**src/rtl/pia_kbd_fifo.sv**
```systemverilog
// Apple-1 PIA keyboard port with a DEPTH-entry type-ahead FIFO behind the KBD/KBDCR registers.
// Optional build macro KBD_UPCASE_EN folds 'a'..'z' to 'A'..'Z' on capture.
module pia_kbd_fifo #(
  parameter int          DATA_W     = 7,
  parameter int          DEPTH      = 8,
  parameter logic [15:0] KBD_ADDR   = 16'hD010,
  parameter logic [15:0] KBDCR_ADDR = 16'hD011
) (
  input  logic                    clk,
  input  logic                    reset,
  input  logic [15:0]             Address_Bus,
  input  logic                    WE,
  output logic [DATA_W:0]         Data_Out,
  input  logic                    kbd_rdy,
  output logic                    kbd_ack,
  input  logic [DATA_W-1:0]       kbd_data,
  output logic [$clog2(DEPTH):0]  fifo_count
);

  localparam int AW = $clog2(DEPTH);
  localparam int CW = AW + 1;

  // Keyboard side handshake: kbd_rdy is the request, kbd_ack the registered reply.
  // A character is captured only when kbd_rdy=1 in S_IDLE with room in the FIFO;
  // kbd_ack then stays high until kbd_rdy falls, followed by one forced ack-low cycle.
  typedef enum logic [2:0] {
    S_IDLE = 3'b001,
    S_ACK  = 3'b010,
    S_REL  = 3'b100
  } kbd_state_t;

  kbd_state_t        state;
  logic [DATA_W-1:0] mem [DEPTH];
  logic [AW-1:0]     wr_ptr;
  logic [AW-1:0]     rd_ptr;
  logic [DATA_W-1:0] hold;
  logic              prev_rd;
  logic              rd_kbd;
  logic              rd_kbdcr;
  logic              not_empty;
  logic              push;
  logic              pop;
  logic [DATA_W-1:0] push_data;

  assign not_empty = (fifo_count != '0);
  assign rd_kbd    = (Address_Bus == KBD_ADDR) && !WE;
  assign rd_kbdcr  = (Address_Bus == KBDCR_ADDR) && !WE;
  // A held read address pops once: only the first cycle of the access counts.
  assign pop       = rd_kbd && !prev_rd && not_empty;
  assign push      = (state == S_IDLE) && kbd_rdy && (fifo_count < CW'(DEPTH));

  always_comb begin
    push_data = kbd_data;
`ifdef KBD_UPCASE_EN
    if (kbd_data[6:0] >= 7'h61 && kbd_data[6:0] <= 7'h7A)
      push_data[5] = 1'b0;
`endif
  end

  always_ff @(posedge clk or posedge reset) begin
    if (reset) begin
      state   <= S_IDLE;
      kbd_ack <= 1'b0;
    end else begin
      case (state)
        S_IDLE: begin
          if (push) begin
            kbd_ack <= 1'b1;
            state   <= S_ACK;
          end else begin
            kbd_ack <= 1'b0;
          end
        end
        S_ACK: begin
          if (!kbd_rdy) begin
            kbd_ack <= 1'b0;
            state   <= S_REL;
          end else begin
            kbd_ack <= 1'b1;
          end
        end
        S_REL: begin
          kbd_ack <= 1'b0;
          state   <= S_IDLE;
        end
        default: begin
          kbd_ack <= 1'b0;
          state   <= S_IDLE;
        end
      endcase
    end
  end

  always_ff @(posedge clk or posedge reset) begin
    if (reset) begin
      wr_ptr     <= '0;
      rd_ptr     <= '0;
      fifo_count <= '0;
      hold       <= '0;
      prev_rd    <= 1'b0;
    end else begin
      prev_rd <= rd_kbd;
      if (push) wr_ptr <= wr_ptr + 1'b1;
      if (pop) begin
        rd_ptr <= rd_ptr + 1'b1;
        hold   <= mem[rd_ptr];
      end
      case ({push, pop})
        2'b10:   fifo_count <= fifo_count + 1'b1;
        2'b01:   fifo_count <= fifo_count - 1'b1;
        default: fifo_count <= fifo_count;
      endcase
    end
  end

  // Storage needs no reset: an entry is only ever read after it has been written.
  always_ff @(posedge clk) begin
    if (push) mem[wr_ptr] <= push_data;
  end

  // After the popping cycle the bus sees the consumed byte with bit 7 cleared.
  always_comb begin
    Data_Out = '0;
    if (rd_kbd && !prev_rd)
      Data_Out = not_empty ? {1'b1, mem[rd_ptr]} : '0;
    else if (rd_kbd)
      Data_Out = {1'b0, hold};
    else if (rd_kbdcr)
      Data_Out = {not_empty, {DATA_W{1'b0}}};
  end

endmodule

```
**config.mk**
```make
export PLATFORM = sky130hd
export DESIGN_NAME = pia_kbd_fifo
export DESIGN_NICKNAME = d
export VERILOG_FILES = /design/src/rtl/pia_kbd_fifo.sv
export SDC_FILE = /design/constraint.sdc
export NUM_CORES = 1
export LEC_CHECK = 0
export ABC_CLOCK_PERIOD_IN_PS = 3500
export BUFFER_PORTS_ARGS = -buffer_cell sky130_fd_sc_hd__buf_2
export CAP_MARGIN = 25
export CELL_PAD_IN_SITES_DETAIL_PLACEMENT = 1
export CELL_PAD_IN_SITES_GLOBAL_PLACEMENT = 1
export CORE_MARGIN = 4
export CORE_UTILIZATION = 38
export CTS_CLUSTER_SIZE = 25
export DETAILED_ROUTE_END_ITERATION = 10
export PLACE_DENSITY = 0.66
export SLEW_MARGIN = 20
export SYNTH_ARGS = -nofsm -noshare
export SYNTH_HDL_FRONTEND = slang
export SYNTH_SLANG_ARGS = --single-unit
```
**constraint.sdc**
```tcl
create_clock -name clk -period 3.5 [get_ports clk]
set_input_delay 0.7 -clock clk [delete_from_list [all_inputs] [get_ports clk]]
set_output_delay 0.7 -clock clk [all_outputs]
set_load 0.05 [all_outputs]
```
==> run metrics <==
status completed; Max FO, Critical Path 7; TritonCTS clock tree built; Yosys cell types 35; Worst setup EP type output pin; Inst Count DP 377; crit share post-route 0.862; ys async rst share 0.282; Mean Syn Cell Area 14.3 um2; drt first pass iters 4; Final GP Congestion 0.729; arrival time worst endpoint 2.32 ns; global-route wire length before repair 11.5 mm; YS warnings 0; ys flop type edfxtp_1; combinational share of power 0.194; gr usage total 0.147; Post-Syn Area 3340 um2; postcts setup bufs 0; layout cells sized above 1 0.287; RSZ-0062 raised after global routing no; Switch Pwr 0.687 mW; core area 8380 um2; Area Overhead vs Synth 15.9%; count leader, synth edfxtp_1; Routed Antenna Nets 0; Die ar. 10300 um2; Final Net Count 316; Fin. Hold Viols 0; part of the Yosys area used for sequential elements 0.670; wire per inst 17.5 um; Max Cap Violations 0; Tmin final 3.02 ns; PwrDens 570 nW/um2; root buffer cell clkbuf_8; Overflow after GRT 0; Reg clk slew, reported paths 0.07 ns; register share of total power 0.540; worst path required time 2.80 ns; Die X 102 um; Rel. slew slack 0.501; io pins 40; fin. max-slew vios 0; clk_skew 0.0131 ns; # hold bufs at CTS 0; Post-synth EDFFs 56; Worst IR Drop VDD 0.219 mV; crit path kind in -> out; initial antenna violation count 0; Detailed Route WL 6.91 mm; Commonest cells post-synth edfxtp_1 (56), dfrtp_1 (21), nor2_1 (20); Yosys top cell by area edfxtp_1; syn_nets 265; n_diodes 0; flop and latch count out of synthesis 78; Least-Margin Pin Slew 0.745 ns; drt drc 0; synth top area cells edfxtp_1 (50%), dfrtp_1 (16%), mux2_2 (4.7%), mux2i_1 (3.6%), nor2_1 (2.3%); P_int 1.52 mW; Cells after Synth 233; Synth top area share 0.504; leakage power total 1.46 nW; row count 33; Die Ht 102 um; number of global-route vias before repair 2229; Via density 5.15; CTS Buffer Depth 2; pin count of the biggest net entering global routing 27; Initial Util 0.398; Critical Path Start Type primary input; clock sink count 78; via count 2029; Detailed Place HPWL 4.94 mm; Worst-Skew Late Latency 0.34 ns; clock share of power 0.265; Setup-failing EPs final 0; Sw Ratio 0.312; First DRT Iteration DRCs 101; Port Buffers 39; final std cells w/o fill 394; CTS resizes 0; H-tree levels 3; Hold WC Path Type in -> async; CTS Buf Count 9; Max Freq 332 MHz; Final TNS setup 0 ns
[cell usage in the layout (no fill, tap or decap), drive strengths merged, types with 3 or more instances in the layout]
cell type,count
o22a,6
a22oi,7
dfrtp,21
clkbuf,11
nor2,20
nand2,16
mux2,16
xnor2,3
xor2,5
a32oi,6
clkinv,3
inv,6
buf,47
o21ai,13
edfxtp,56
mux2i,12
a21oi,4
ha,5
nor3,6
nor4,3
nand2b,5
[registers in the layout, summed over array words and instances (netlist names)]
name,flops
fifo_count,4
hold,7
kbd_ack,1
mem,56
prev_rd,1
rd_ptr,3
state,3
wr_ptr,3
[layer usage]
layer	share of wire	GRT usage	vias to the layer above
met5	0	0	-
met4	0.0087	0.0491	0
met3	0.062	0.0351	4
met2	0.46	0.232	51
met1	0.47	0.202	995
li1	-	-	979
[power groups by stage]
stage	clock network [mW]	registers, mW	logic [mW]
after CTS	0.611	1.19	0.437
after detailed placement	0	1.21	0.435
after floorplan	0	1.30	0.207
after global placement	0	1.21	0.421
final	0.585	1.19	0.429
after global routing	0.650	1.21	0.477
[cell families (layout without fill, tap and decap cells)]
logic type	after synthesis	count (layout)	share of synthesized area
buffers and inverters	13	69	0.0184
flip-flops	78	78	0.670
XOR/XNOR	8	8	0.0210
AND/OR/NAND/NOR	61	61	0.0885
AO/OA/AOI/OAI	38	38	0.0780
multiplexers	30	30	0.106
adder cells (fa/ha/maj)	5	5	0.0188
[path summary, 6_finish.rpt]
path                                start             to  slack, ns  depth (start not counted)
min in group clk                 state[2]       state[2]       0.45                          1
min                                 reset        kbd_ack       0.35                          2
max reg2reg                      state[0]  fifo_count[2]       0.74                         10
max in group asynchronous           reset        hold[3]       2.71                          3
min reg2reg                      state[2]       state[2]       0.45                          1
max                        Address_Bus[5]    Data_Out[0]       0.48                          6
[through the flow]
stage / hold WS, ns / setup WS, ns / area [um2] / utilization / total power, mW
final: 0.347 / 0.484 / 3870 / 0.461 / 2.21
after detailed placement: 0.442 / 0.247 / 3680 / 0.439 / 1.65
after global placement: 0.434 / 0.308 / 3680 / 0.439 / 1.63
after global routing: 0.367 / 0.380 / 3870 / 0.461 / 2.33
after floorplan: 0.423 / 0.212 / 3340 / - / 1.50
after CTS: 0.452 / 0.493 / 3850 / 0.459 / 2.24
[cell type report]
type | instances | area (um2)
Fill cell | 868 | 4520
Sequential cell | 78 | 2230
Multi-Input combinational cell | 142 | 1050
Timing Repair Buffer | 47 | 263
Clock buffer | 11 | 131
Tap cell | 105 | 131
Clock inverter | 5 | 37.5
Inverter | 6 | 22.5
[critical path, cell delays in order]
cell,delay [ns]
buf_2,0.10
or4b_4,0.57
nor2_1,0.42
a22oi_1,0.12
nor2_1,0.13
buf_2,0.28
Power figures use the tool's default switching activity.
